==> config.mk <==
export PLATFORM = sky130hd
export DESIGN_NAME = pcie_axi_sram_rd_pipe
export DESIGN_NICKNAME = d
export VERILOG_FILES = /design/src/rtl/pcie_axi_sram_pkg.sv /design/src/rtl/pcie_axi_sram_rd_fifo.sv /design/src/rtl/pcie_axi_sram_rd_pipe.sv
export SDC_FILE = /design/constraint.sdc
export NUM_CORES = 1
export LEC_CHECK = 0
export CORE_UTILIZATION = 30
export DETAILED_ROUTE_END_ITERATION = 8
export DONT_BUFFER_PORTS = 1
export PLACE_DENSITY = 0.49
export SLEW_MARGIN = 10
export SYNTH_ARGS = -nofsm -noshare
export SYNTH_HDL_FRONTEND = slang
export SYNTH_HIERARCHICAL = 1
export SYNTH_SLANG_ARGS = --single-unit
==> constraint.sdc <==
create_clock -name clk -period 36.6 [get_ports clk]
set_input_delay 7.32 -clock clk [delete_from_list [all_inputs] [get_ports clk]]
set_output_delay 7.32 -clock clk [all_outputs]
set_load 0.02 [all_outputs]
==> src/rtl/pcie_axi_sram_pkg.sv <==
// Shared constants, FSM encoding and word-index stepping for the AXI-to-SRAM read pipe.
package pcie_axi_sram_pkg;

  localparam logic [1:0] BURST_FIXED = 2'b00;
  localparam logic [1:0] BURST_INCR  = 2'b01;
  localparam logic [1:0] BURST_WRAP  = 2'b10;
  localparam logic [1:0] BURST_RSVD  = 2'b11;

  localparam logic [1:0] RESP_OKAY   = 2'b00;
  localparam logic [1:0] RESP_SLVERR = 2'b10;

  typedef enum logic [1:0] {
    ST_IDLE  = 2'd0,
    ST_BURST = 2'd1,
    ST_DRAIN = 2'd2
  } state_t;

  // WRAP keeps the bits above the window fixed and increments only inside it.
  function automatic logic [31:0] next_word_idx(input logic [31:0] idx,
                                                input logic [1:0]  burst,
                                                input logic [31:0] wrap_mask);
    case (burst)
      BURST_FIXED: next_word_idx = idx;
      BURST_WRAP:  next_word_idx = (idx & ~wrap_mask) | ((idx + 32'd1) & wrap_mask);
      default:     next_word_idx = idx + 32'd1;
    endcase
  endfunction

endpackage

==> src/rtl/pcie_axi_sram_rd_fifo.sv <==
// Small read-data FIFO; head reads as zero while empty so R payload is clean when idle.
module pcie_axi_sram_rd_fifo #(
  parameter int WIDTH = 259,
  parameter int DEPTH = 3
) (
  input  logic             clk,
  input  logic             rst_n,
  input  logic             push,
  input  logic [WIDTH-1:0] push_data,
  input  logic             pop,
  output logic [WIDTH-1:0] head,
  output logic             empty
);
  localparam int PW = (DEPTH > 1) ? $clog2(DEPTH) : 1;
  localparam int CW = $clog2(DEPTH + 1);

  logic [WIDTH-1:0] mem [DEPTH];
  logic [PW-1:0]    wr_ptr, rd_ptr;
  logic [CW-1:0]    count;

  function automatic logic [PW-1:0] ptr_inc(input logic [PW-1:0] p);
    ptr_inc = (p == PW'(DEPTH - 1)) ? '0 : p + PW'(1);
  endfunction

  always_ff @(posedge clk or negedge rst_n) begin
    if (!rst_n) begin
      wr_ptr <= '0;
      rd_ptr <= '0;
      count  <= '0;
    end else begin
      if (push) wr_ptr <= ptr_inc(wr_ptr);
      if (pop)  rd_ptr <= ptr_inc(rd_ptr);
      case ({push, pop})
        2'b10:   count <= count + CW'(1);
        2'b01:   count <= count - CW'(1);
        default: count <= count;
      endcase
    end
  end

  always_ff @(posedge clk) begin
    if (push) mem[wr_ptr] <= push_data;
  end

  assign empty = (count == '0);
  assign head  = empty ? '0 : mem[rd_ptr];

endmodule

==> src/rtl/pcie_axi_sram_rd_pipe.sv <==
// AXI read slave over a fixed-latency SRAM: one burst at a time, credit-limited issue into a FIFO.
// Handshakes: a transfer happens on a rising edge where valid and ready are both high; valid never waits on ready.
module pcie_axi_sram_rd_pipe
  import pcie_axi_sram_pkg::*;
#(
  parameter int DATA_W  = 256,
  parameter int ADDR_W  = 64,
  parameter int SRAM_AW = 10,
  parameter int LEN_W   = 12,
  parameter int RD_LAT  = 1
) (
  input  logic               clk,
  input  logic               rst_n,
  input  logic               axi_arvalid,
  output logic               axi_arready,
  input  logic [ADDR_W-1:0]  axi_araddr,
  input  logic [LEN_W-1:0]   axi_arlen,
  input  logic [2:0]         axi_arsize,
  input  logic [1:0]         axi_arburst,
  output logic               axi_rvalid,
  input  logic               axi_rready,
  output logic [DATA_W-1:0]  axi_rdata,
  output logic [1:0]         axi_rresp,
  output logic               axi_rlast,
  output logic               sram_ren,
  output logic [SRAM_AW-1:0] sram_raddr,
  input  logic [DATA_W-1:0]  sram_rdata,
  output logic [1:0]         dbg_state
);
  localparam int OFS     = $clog2(DATA_W / 8);
  localparam int CREDITS = RD_LAT + 2;
  localparam int CNT_W   = $clog2(CREDITS + 1);
  localparam int FW      = DATA_W + 3;

  state_t              state, state_nxt;
  logic                init_done, ar_hs, issue, pop, ar_err, fifo_empty;
  logic [SRAM_AW-1:0]  word_idx, wrap_mask, ar_idx;
  logic [1:0]          burst_q;
  logic                err_q;
  logic [LEN_W:0]      issue_left, ar_beats;
  logic [CNT_W-1:0]    outstanding;
  logic [32:0]         incr_end;
  logic [RD_LAT-1:0]   pipe_vld, pipe_err, pipe_last;
  logic [FW-1:0]       fifo_in, fifo_head;
  logic                unused_lsbs;

  assign unused_lsbs = ^axi_araddr[OFS-1:0];

  // Request decode and error screening on the raw AR payload.
  always_comb begin
    ar_beats = {1'b0, axi_arlen} + (LEN_W + 1)'(1);
    ar_idx   = axi_araddr[OFS +: SRAM_AW];
    incr_end = 33'(ar_idx) + 33'(ar_beats);
    ar_err   = 1'b0;
    if ((axi_araddr >> (OFS + SRAM_AW)) != '0) ar_err = 1'b1;
    if (axi_arsize != 3'(OFS))                 ar_err = 1'b1;
    if (axi_arburst == BURST_RSVD)             ar_err = 1'b1;
    if (axi_arburst == BURST_INCR && incr_end > (33'd1 << SRAM_AW)) ar_err = 1'b1;
    if (axi_arburst == BURST_WRAP &&
        !(ar_beats == (LEN_W + 1)'(2) || ar_beats == (LEN_W + 1)'(4) ||
          ar_beats == (LEN_W + 1)'(8) || ar_beats == (LEN_W + 1)'(16))) ar_err = 1'b1;
  end

  always_ff @(posedge clk or negedge rst_n) begin
    if (!rst_n) state <= ST_IDLE;
    else        state <= state_nxt;
  end

  always_comb begin
    state_nxt = state;
    case (state)
      ST_IDLE:  if (ar_hs) state_nxt = ST_BURST;
      ST_BURST: if (issue && issue_left == (LEN_W + 1)'(1)) state_nxt = ST_DRAIN;
      ST_DRAIN: if (pop && axi_rlast) state_nxt = ST_IDLE;
      default:  state_nxt = ST_IDLE;
    endcase
  end

  always_comb begin
    axi_arready = 1'b0;
    issue       = 1'b0;
    case (state)
      ST_IDLE:  axi_arready = init_done;
      ST_BURST: issue = (outstanding < CNT_W'(CREDITS));
      default:  ;
    endcase
  end

  assign ar_hs      = axi_arvalid && axi_arready;
  assign pop        = axi_rvalid && axi_rready;
  assign sram_ren   = issue && !err_q;
  assign sram_raddr = word_idx;
  assign dbg_state  = state;

  // Outstanding counts beats issued but not yet popped, so the FIFO can never overflow.
  always_ff @(posedge clk or negedge rst_n) begin
    if (!rst_n) begin
      init_done   <= 1'b0;
      word_idx    <= '0;
      wrap_mask   <= '0;
      burst_q     <= '0;
      err_q       <= 1'b0;
      issue_left  <= '0;
      outstanding <= '0;
      pipe_vld    <= '0;
      pipe_err    <= '0;
      pipe_last   <= '0;
    end else begin
      init_done <= 1'b1;
      if (ar_hs) begin
        word_idx   <= ar_idx;
        wrap_mask  <= SRAM_AW'(ar_beats - (LEN_W + 1)'(1));
        burst_q    <= axi_arburst;
        err_q      <= ar_err;
        issue_left <= ar_beats;
      end else if (issue) begin
        word_idx   <= SRAM_AW'(next_word_idx(32'(word_idx), burst_q, 32'(wrap_mask)));
        issue_left <= issue_left - (LEN_W + 1)'(1);
      end
      case ({issue, pop})
        2'b10:   outstanding <= outstanding + CNT_W'(1);
        2'b01:   outstanding <= outstanding - CNT_W'(1);
        default: outstanding <= outstanding;
      endcase
      pipe_vld[0]  <= issue;
      pipe_err[0]  <= err_q;
      pipe_last[0] <= (issue_left == (LEN_W + 1)'(1));
      for (int i = 1; i < RD_LAT; i++) begin
        pipe_vld[i]  <= pipe_vld[i-1];
        pipe_err[i]  <= pipe_err[i-1];
        pipe_last[i] <= pipe_last[i-1];
      end
    end
  end

  assign fifo_in = pipe_err[RD_LAT-1] ? {RESP_SLVERR, pipe_last[RD_LAT-1], {DATA_W{1'b0}}}
                                      : {RESP_OKAY, pipe_last[RD_LAT-1], sram_rdata};

  pcie_axi_sram_rd_fifo #(
    .WIDTH (FW),
    .DEPTH (CREDITS)
  ) u_fifo (
    .clk       (clk),
    .rst_n     (rst_n),
    .push      (pipe_vld[RD_LAT-1]),
    .push_data (fifo_in),
    .pop       (pop),
    .head      (fifo_head),
    .empty     (fifo_empty)
  );

  assign axi_rvalid = !fifo_empty;
  assign axi_rdata  = fifo_head[DATA_W-1:0];
  assign axi_rlast  = fifo_head[DATA_W];
  assign axi_rresp  = fifo_head[DATA_W+2:DATA_W+1];

endmodule

==> results.sh, run 1 <==
export IMPL_vias=18800
export IMPL_r2r_start="u_fifo/wr_ptr[0]"
export IMPL_synth_cell_types=61
export IMPL_grt_start_max_net_pins=133
export IMPL_gp_congestion=0.813
export IMPL_criticalPathCategory="register to output pin"
export IMPL_rows=127
export IMPL_htreeDepth=3
export IMPL_ys_flop_type="edfxtp_1"
export IMPL_setup_viol=0
export IMPL_holdPathStages=0
export IMPL_place_area_um2=38000
export IMPL_ys_ff_latch=827
export IMPL_cts_root_buf="clkbuf_16"
export IMPL_cp_startpoint="u_fifo/rd_ptr[1]"
export IMPL_fin_tns_setup_ns=0
export IMPL_post_cts_buffers=0
export IMPL_grt_pass1_wl_mm=127
export IMPL_cts_buffers=92
export IMPL_outcome="finished clean"
export IMPL_dp_hpwl_mm=54.7
export IMPL_pwr_share_clk_pct=24.0
export IMPL_hold_viol=0
export IMPL_end_kind="output pin"
export IMPL_antenna_found_initial=45
export IMPL_hold_class="register to register"
export IMPL_max_freq_ghz=0.0839
export IMPL_rsz0062_at_grt="false"
export IMPL_p_int_mw=2.40
export IMPL_critical_path_max_fanout=44
export IMPL_fin_hold_ws_ns=0.465
export IMPL_synth_async_reset_ratio_pct=6.05
export IMPL_tritoncts="done"
export IMPL_met2_length_mm=43.3
export IMPL_worst_pin_slew_ns=1.30
export IMPL_p_sw_mw=1.45
export IMPL_p_leak_nw=14.4
export IMPL_pwr_share_seq_pct=39.5
export IMPL_arrival_ns=4.60
export IMPL_grt_overflow_total=0
export IMPL_clockBufferDepth=3
export IMPL_hold_path_end="u_fifo/mem[1][256]"
export IMPL_synth_edff_count=777
export IMPL_wl_met1_mm=35.9
export IMPL_final_max_slew_viol_count=0
export IMPL_ios=615
export IMPL_vdd_drop_max_v=0.0000620
export IMPL_powerDensity_nw_per_um2=93.6
export IMPL_clk_latency_ns=0.66
export IMPL_wl_mm=88.5
export IMPL_drtIter0Drc=850
export IMPL_setup_worst_path_start_class="register"
export IMPL_yosysSeqAreaShare_pct=67.5
export IMPL_die_h_um=350
export IMPL_dieArea_um2=123000
export IMPL_start_util_pct=30.3
export IMPL_clk_pin_slew_ns=0.06
export IMPL_core_area_um2=120000
export IMPL_drc=0
export IMPL_drive_above_1_share_pct=18.2
export IMPL_cp_required_ns=29.28
export IMPL_fin_crit_sh_pct=32.6
export IMPL_r2r_cells=5
export IMPL_min_from="pipe_last"
export IMPL_grt_total_usage_pct=13.8
export IMPL_firstDrtPassIters=5
export IMPL_power_frac_comb_pct=36.5
export IMPL_synth_area_um2=36400
export IMPL_fin_crit_ns=11.92
export IMPL_finalClockSkew_ns=0.0263
export IMPL_switching_share_pct=37.6
export IMPL_rrSetupSlack_ns=32.62
export IMPL_yosysWarnings=6
export IMPL_die_x_um=350
export IMPL_cap_violations=0
export IMPL_wl_per_cell_um=22.0
export IMPL_ant_nets=0
export IMPL_routed_top_layer="met5"
export IMPL_final_util_pct=34.2
export IMPL_syn2layout_area_growth_pct=12.8
export IMPL_slew_headroom_pct=13.4
export IMPL_io_buffers=0
export IMPL_final_area_um2=41000
export IMPL_r2r_end="u_fifo/mem[1][69]"
export IMPL_holdBufCountCts=0
export IMPL_grt_pass1_vias=19600
export IMPL_wl_met3_mm=6.63
export IMPL_nets=2695
export IMPL_synthCells=2331
export IMPL_cts_resized=0
export IMPL_cts_sinks=827
export IMPL_vias_per_cell=4.65
export IMPL_synthesis_area_per_instance_um2=15.6
==> state kept, by name, summed over array words and instances, names as in the netlist, 2 cells and up, named ones only <==
name           flops
u_fifo/wr_ptr      2
u_fifo/count       2
outstanding        2
u_fifo/rd_ptr      2
u_fifo/mem       777
wrap_mask         10
issue_left        13
dbg_state          2
burst_q            2
==> worst max path at each step <==
stage	end	slack, ns	depth (start not counted)
6_report	axi_rdata[71]	24.68	5
4_1_cts	axi_rdata[71]	24.46	5
5_1_grt	axi_rdata[71]	24.39	5
3_3_place_gp	axi_rdata[71]	25.23	5
3_5_place_dp	axi_rdata[71]	25.20	5
2_1_floorplan	u_fifo/mem[2][0]	16.30	1
==> per-layer routing <==
metal	track usage, %	up-vias
li1	-	8564
met1	16.3	9408
met2	23.6	557
met3	4.45	192
met4	4.63	32
met5	0	-
==> worst max-delay path, cell delays in order, from the launching register on <==
cell     delay, ns
dfrtp_4       0.96
buf_4         0.73
buf_4         0.72
buf_4         0.69
mux2i_1       0.21
nor2_1        0.48
==> power by group through the flow <==
stage	logic (mW)	clock network (mW)	registers, mW
floorplan	1.14	0	1.67
global placement	1.42	0	1.52
detailed placement	1.43	0	1.54
CTS	1.44	0.954	1.52
global route	1.50	0.985	1.55
finish	1.40	0.924	1.52
==> per-stage QoR <==
| stage | cells | power (mW) | worst slack, ns |
|---|---|---|---|
| 6_report | 4032 | 3.84 | 24.68 |
| 5_1_grt | 4029 | 4.03 | 24.39 |
| 4_1_cts | 4019 | 3.91 | 24.46 |
| 3_5_place_dp | 3850 | 2.98 | 25.20 |
| 3_3_place_gp | 3850 | 2.95 | 25.23 |
| 2_1_floorplan | 2333 | 2.80 | 16.30 |
==> logic make-up after synthesis <==
family | Yosys count | share of synthesized area (%)
adders and majority gates | 22 | 0.777
other | 2 | 0.0206
muxes | 524 | 17.4
xor gates and xnor gates | 48 | 1.16
DFF | 827 | 67.5
and+or+nand+nor | 674 | 9.40
AOI/OAI and AO/OA | 87 | 1.49
buffers and inverters | 147 | 2.27
==> placed cells by master, fill, tap and decap left out, types with 6 or more instances in the layout <==
master,netlist,routed
ha_1,21,21
xor2_1,23,23
and3_1,6,6
o211ai_1,6,6
mux2_4,199,199
bufinv_16,0,10
nor2_1,281,280
nor2b_1,260,260
diode_2,0,13
mux2i_1,264,264
clkbuf_16,0,92
clkinv_1,0,20
edfxtp_1,777,777
clkinv_2,0,16
a21oi_1,10,10
nand4_1,6,6
inv_1,22,22
nor3_1,9,8
xnor2_1,25,25
buf_4,19,26
nand3_1,15,15
clkbuf_1,64,18
o21ai_0,44,44
nand2_1,48,48
dfrtp_1,50,47
nor4_1,15,15
mux2_2,61,61
==> cell usage after synthesis, types with 15 or more instances <==
master	instances	area share, %
nand2_1	48	0.50
nor2b_1	260	4.5
buf_4	19	0.39
ha_1	21	0.72
dfrtp_1	50	3.4
nand3_1	15	0.21
o21ai_0	44	0.61
buf_2	18	0.25
buf_6	24	0.74
xnor2_1	25	0.60
xor2_1	23	0.55
clkbuf_1	64	0.66
nor4_1	15	0.26
mux2i_1	264	7.3
mux2_2	61	1.9
inv_1	22	0.23
mux2_4	199	8.2
nor2_1	281	2.9
edfxtp_1	777	64
==> cell type report <==
| class | count | area (um^2) |
|---|---|---|
| diodes | 13 | 32.5 |
| clock buffers | 111 | 2380 |
| clock inverters | 58 | 644 |
| fillers | 11600 | 79100 |
| inverters | 22 | 82.6 |
| multi-input cells | 1359 | 11000 |
| flip-flops and latches | 827 | 24600 |
| well taps | 1612 | 2020 |
| repair buffers | 30 | 275 |
Note: power is estimated with default switching activity, not from simulation.
==> inputs of run 2 (changes only) <==
--- a/config.mk
+++ b/config.mk
@@ -8,7 +8,7 @@
 export CORE_UTILIZATION = 30
 export DETAILED_ROUTE_END_ITERATION = 8
 export DONT_BUFFER_PORTS = 1
-export PLACE_DENSITY = 0.49
+export PLACE_DENSITY = 0.5
 export SLEW_MARGIN = 10
 export SYNTH_ARGS = -nofsm -noshare
 export SYNTH_HDL_FRONTEND = slang
==> constraint.sdc (replaced) <==
create_clock -name clk -period 9.57 [get_ports clk]
set_input_delay 1.914 -clock clk [delete_from_list [all_inputs] [get_ports clk]]
set_output_delay 1.914 -clock clk [all_outputs]
set_load 0.02 [all_outputs]
==> run 2 against run 1 <==
Compared with the run above: wire length down 2.4%; clock power rose to 3.6 times the previous value; final cell count hardly changed; total power rose to 3.8 times the previous value; global-route usage is 0.38 points lower; critical path depth did not move; via count grew 0.37%; sequential power grew to 3.8 times the previous value; first-iteration DRC count increased by 29%; clock skew is 0.0011 ns lower; die area unchanged; clock-buffer cell count increased by 5; critical endpoint is now axi_rdata[155]; highest routed layer unchanged.
==> results.sh, run 2 (synthesized netlist as in run 1, its figures left out) <==
export IMPL_outcome="finished clean"
export IMPL_switching_share_pct=38.0
export IMPL_fin_crit_ns=5.64
export IMPL_cts_root_buf="clkbuf_16"
export IMPL_drtIter0Drc=1100
export IMPL_grt_total_usage_pct=13.4
export IMPL_p_leak_nw=14.3
export IMPL_drc=0
export IMPL_grt_pass1_vias=19400
export IMPL_mostFrequentLayoutCell="edfxtp_1"
export IMPL_critical_path_max_fanout=103
export IMPL_die_x_um=350
export IMPL_worst_pin_slew_ns=1.19
export IMPL_end_kind="output pin"
export IMPL_setup_viol=0
export IMPL_final_cell_mix="edfxtp_1, nor2_1, mux2i_1"
export IMPL_antenna_found_initial=42
export IMPL_criticalPathCategory="register to output pin"
export IMPL_finalClockSkew_ns=0.0252
export IMPL_power_frac_comb_pct=37.0
export IMPL_arrival_ns=3.72
export IMPL_holdPathStages=1
export IMPL_pwr_share_seq_pct=39.8
export IMPL_critPathMaxStageDelay_ns=0.75
export IMPL_fin_tns_setup_ns=0
export IMPL_dieArea_um2=123000
export IMPL_pwr_share_clk_pct=23.2
export IMPL_final_util_pct=34.1
export IMPL_largest_reg_flops=777
export IMPL_die_h_um=350
export IMPL_slew_headroom_pct=20.9
export IMPL_cts_sinks=827
export IMPL_cp_required_ns=7.66
export IMPL_dp_hpwl_mm=53.2
export IMPL_powerDensity_nw_per_um2=355
export IMPL_total_power_mw=14.5
export IMPL_start_util_pct=30.3
export IMPL_htreeDepth=3
export IMPL_grt_pass1_wl_mm=125
export IMPL_core_area_um2=120000
export IMPL_reg_top3="u_fifo/mem (777), issue_left (13), wrap_mask (10)"
export IMPL_max_freq_ghz=0.177
export IMPL_fin_hold_ws_ns=0.469
export IMPL_firstDrtPassIters=5
export IMPL_hold_class="register to register"
export IMPL_r2r_cells=4
export IMPL_clk_latency_ns=0.68
export IMPL_rows=127
export IMPL_rsz0062_at_grt="false"
export IMPL_cts_buffers=94
export IMPL_hold_viol=0
export IMPL_post_cts_buffers=0
export IMPL_ios=615
export IMPL_tritoncts="done"
export IMPL_p_int_mw=9.01
export IMPL_largest_register="u_fifo/mem"
export IMPL_cts_resized=0
export IMPL_clk_pin_slew_ns=0.06
export IMPL_io_buffers=0
export IMPL_syn2layout_area_growth_pct=12.5
export IMPL_fin_crit_sh_pct=58.9
export IMPL_drive_above_1_share_pct=17.9
export IMPL_setup_worst_path_start_class="register"
export IMPL_clockBufferDepth=3
export IMPL_p_sw_mw=5.51
export IMPL_vdd_drop_max_v=0.000208
export IMPL_vias_per_cell=4.67
export IMPL_wl_mm=86.4
export IMPL_wl_per_cell_um=21.5
export IMPL_final_max_slew_viol_count=0
export IMPL_holdBufCountCts=0
export IMPL_grt_overflow_total=0
export IMPL_nets=2694
export IMPL_worstPathCellList="buf_12 > buf_4 > mux2_4 > mux2i_1 > nor2_1"
export IMPL_critPathSlowestCell="buf_4"
export IMPL_grt_start_max_net_pins=145
export IMPL_gp_congestion=0.835
export IMPL_vias=18800
export IMPL_ant_nets=0
export IMPL_cap_violations=0
## run 2: layer usage
metal / track usage [%] / routed length (um) / vias up
li1: - / - / 8564
met2: 23.2 / 42800 / 561
met3: 4.20 / 6060 / 206
met4: 4.61 / 2720 / 30
met5: 0 / 195 / -
met1: 15.7 / 34600 / 9462
## run 2: power by group through the flow
| stage | clock network, mW | logic, mW | registers [mW] |
|---|---|---|---|
| 6_report | 3.37 | 5.37 | 5.78 |
| 5_1_grt | 3.61 | 5.75 | 5.88 |
| 4_1_cts | 3.48 | 5.49 | 5.80 |
| 3_5_place_dp | 0 | 5.48 | 5.87 |
| 3_3_place_gp | 0 | 5.43 | 5.80 |
| 2_1_floorplan | 0 | 4.35 | 5.93 |
## run 2: cell type report
class	count	area, um^2
Fill cell	11600	79200
Sequential cell	827	24600
Multi-Input combinational cell	1359	11000
Clock buffer	116	2480
Tap cell	1612	2020
Clock inverter	53	438
Timing Repair Buffer	27	278
Inverter	22	82.6
Antenna cell	12	30.0
## run 2: path summary, 6_finish.rpt
kind                            slack (ns)           endpoint              from
worst max-delay path                  3.93     axi_rdata[155]  u_fifo/rd_ptr[0]
worst min-delay path                  0.47     outstanding[1]    outstanding[1]
worst max register to register        6.16  u_fifo/mem[1][69]  u_fifo/wr_ptr[0]
worst min register to register        0.47     outstanding[1]    outstanding[1]
max in group asynchronous             8.48   u_fifo/rd_ptr[0]             rst_n
min in group asynchronous             0.95       wrap_mask[6]             rst_n
## run 2: worst max-delay path, delay by kind of cell (launching register included)
kind / cells / cell delay (ns)
buffers and inverters: 2 / 1.26
DFF: 1 / 0.60
muxes: 2 / 0.33
and+or+nand+nor: 1 / 0.48
## run 2: through the flow
step	setup slack, ns	area (um^2)	instances
3_3_place_gp	4.37	38000	3847
5_1_grt	3.79	40900	4022
6_report	3.93	40900	4028
4_1_cts	3.85	40900	4016
2_1_floorplan	1.80	36400	2333
3_5_place_dp	4.41	38000	3847
==> inputs of run 3 (changes only) <==
--- a/config.mk
+++ b/config.mk
@@ -8,7 +8,7 @@
 export CORE_UTILIZATION = 30
 export DETAILED_ROUTE_END_ITERATION = 8
 export DONT_BUFFER_PORTS = 1
-export PLACE_DENSITY = 0.5
+export PLACE_DENSITY = 0.49
 export SLEW_MARGIN = 10
 export SYNTH_ARGS = -nofsm -noshare
 export SYNTH_HDL_FRONTEND = slang
==> constraint.sdc (replaced) <==
create_clock -name clk -period 5.2 [get_ports clk]
set_input_delay 1.04 -clock clk [delete_from_list [all_inputs] [get_ports clk]]
set_output_delay 1.04 -clock clk [all_outputs]
set_load 0.02 [all_outputs]
==> run 3 against run 2 <==
Compared with the run above: die area did not move; critical path type unchanged; sequential share of layout area is 0.57 points lower; wire length is 0.87% higher; highest routed layer unchanged.
==> results.sh, run 3 (synthesized netlist as in run 1, its figures left out) <==
export IMPL_criticalPathCategory="register to output pin"
export IMPL_dieArea_um2=123000
export IMPL_powerDensity_nw_per_um2=656
export IMPL_post_cts_buffers=0
export IMPL_preCtsSetupSlack_ns=0.930
export IMPL_drc=0
export IMPL_final_cells=4050
export IMPL_clk_pin_slew_ns=0.06
export IMPL_ios=615
export IMPL_die_x_um=350
export IMPL_hold_class="primary input to asynchronous set/reset pin"
export IMPL_hold_viol=0
export IMPL_vias=18900
export IMPL_clockBufferDepth=3
export IMPL_cts_sinks=827
export IMPL_htreeDepth=3
export IMPL_drive_above_1_share_pct=18.7
export IMPL_grt_start_max_net_pins=139
export IMPL_final_cell_mix="edfxtp_1, nor2_1, mux2i_1"
export IMPL_vdd_drop_max_v=0.000476
export IMPL_nets=2707
export IMPL_final_max_slew_viol_count=0
export IMPL_grt_total_usage_pct=13.6
export IMPL_dp_hpwl_mm=54.1
export IMPL_worst_pin_slew_ns=1.18
export IMPL_grt_overflow_total=0
export IMPL_dp_cells=3859
export IMPL_max_freq_ghz=0.249
export IMPL_io_buffers=0
export IMPL_end_kind="output pin"
export IMPL_setup_viol=0
export IMPL_setup_worst_path_start_class="register"
export IMPL_rsz0062_at_grt="false"
export IMPL_arrival_ns=2.97
export IMPL_largest_register="u_fifo/mem"
export IMPL_drtIter0Drc=963
export IMPL_rows=127
export IMPL_cts_resized=0
export IMPL_core_area_um2=120000
export IMPL_ant_nets=0
export IMPL_syn2layout_area_growth_pct=13.6
export IMPL_start_util_pct=30.3
export IMPL_fin_crit_ns=4.01
export IMPL_largest_reg_flops=777
export IMPL_outcome="finished clean"
export IMPL_finalClockSkew_ns=0.0300
export IMPL_p_leak_nw=14.5
export IMPL_slew_headroom_pct=21.5
export IMPL_grt_pass1_wl_mm=126
export IMPL_critical_path_max_fanout=29
export IMPL_final_util_pct=34.4
export IMPL_tritoncts="done"
export IMPL_cts_buffers=94
export IMPL_wl_per_cell_um=21.5
export IMPL_reg_top3="u_fifo/mem (777), issue_left (13), wrap_mask (10)"
export IMPL_cap_violations=0
export IMPL_cts_root_buf="clkbuf_16"
export IMPL_mostFrequentLayoutCell="edfxtp_1"
export IMPL_firstDrtPassIters=4
export IMPL_place_area_um2=38200
export IMPL_wl_mm=87.2
export IMPL_grt_pass1_vias=19700
export IMPL_antenna_found_initial=45
export IMPL_final_area_um2=41300
export IMPL_gp_congestion=0.804
export IMPL_vias_per_cell=4.67
export IMPL_die_h_um=350
export IMPL_clk_latency_ns=0.69
export IMPL_fin_crit_sh_pct=77.1
export IMPL_holdBufCountCts=1
export IMPL_cp_required_ns=4.16
export IMPL_worst_slack_ns=1.19
==> run 3: cell types whose count changed in the layout (fill, tap and decap cells not counted), moves of 2 or more <==
| cell | previous run | this run |
|---|---|---|
| dfrtp_2 | 0 | 2 |
| clkinv_16 | 4 | 0 |
| clkinv_1 | 24 | 26 |
| clkbuf_1 | 19 | 14 |
| clkinv_2 | 10 | 17 |
| diode_2 | 12 | 16 |
| clkinv_4 | 5 | 2 |
| buf_12 | 6 | 17 |
| dfrtp_1 | 47 | 45 |
| clkbuf_16 | 95 | 98 |
| bufinv_16 | 1 | 8 |
==> run 3: per-stage QoR <==
step           TNS (ns)  power (mW)  hold slack (ns)
2_1_floorplan  -1057.20        18.8            0.375
6_report              0        27.1            0.192
3_3_place_gp          0        20.8            0.443
4_1_cts               0        27.6            0.115
3_5_place_dp          0        21.0            0.458
5_1_grt               0        28.5            0.143
==> run 3: final cells by class <==
class                   count  area (um^2)
fillers                 11600        78800
flip-flops and latches    827        24600
multi-input cells        1359        11000
clock buffers             113         2520
well taps                1612         2020
repair buffers             40          533
clock inverters            61          524
inverters                  22         82.6
diodes                     16         40.0
==> run 3: worst paths after layout <==
kind                                   from              to  slack (ns)  cells after the start
max                        u_fifo/rd_ptr[0]  axi_rdata[207]        1.19                      4
min                                   rst_n    wrap_mask[6]        0.19                      1
max reg2reg                    dbg_state[1]           err_q        2.02                      8
min reg2reg                  outstanding[1]  outstanding[1]        0.47                      1
max in group asynchronous             rst_n        pipe_err        4.72                      1
min in group clk             outstanding[1]  outstanding[1]        0.47                      1
==> run 3: power breakdown <==
group | switching [mW] | leakage (nW) | internal, mW
clock | 2.64 | 1.49 | 3.84
sequential | 0.758 | 8.06 | 9.88
combinational | 6.71 | 5.00 | 3.28
==> run 3: per-layer routing <==
metal | routed length (um) | vias to the layer above | track usage (%)
met5 | 205 | - | 0
met2 | 43600 | 563 | 23.4
met1 | 34200 | 9521 | 15.6
met4 | 2080 | 30 | 4.14
met3 | 7120 | 198 | 5.25
li1 | - | 8601 | -
==> run 3: worst max-delay path: stages (launching register included) <==
cell and delay [ns]:
dfrtp_4 0.88, buf_4 0.60, mux2_4 0.35, mux2i_1 0.22, nor2_1 0.17
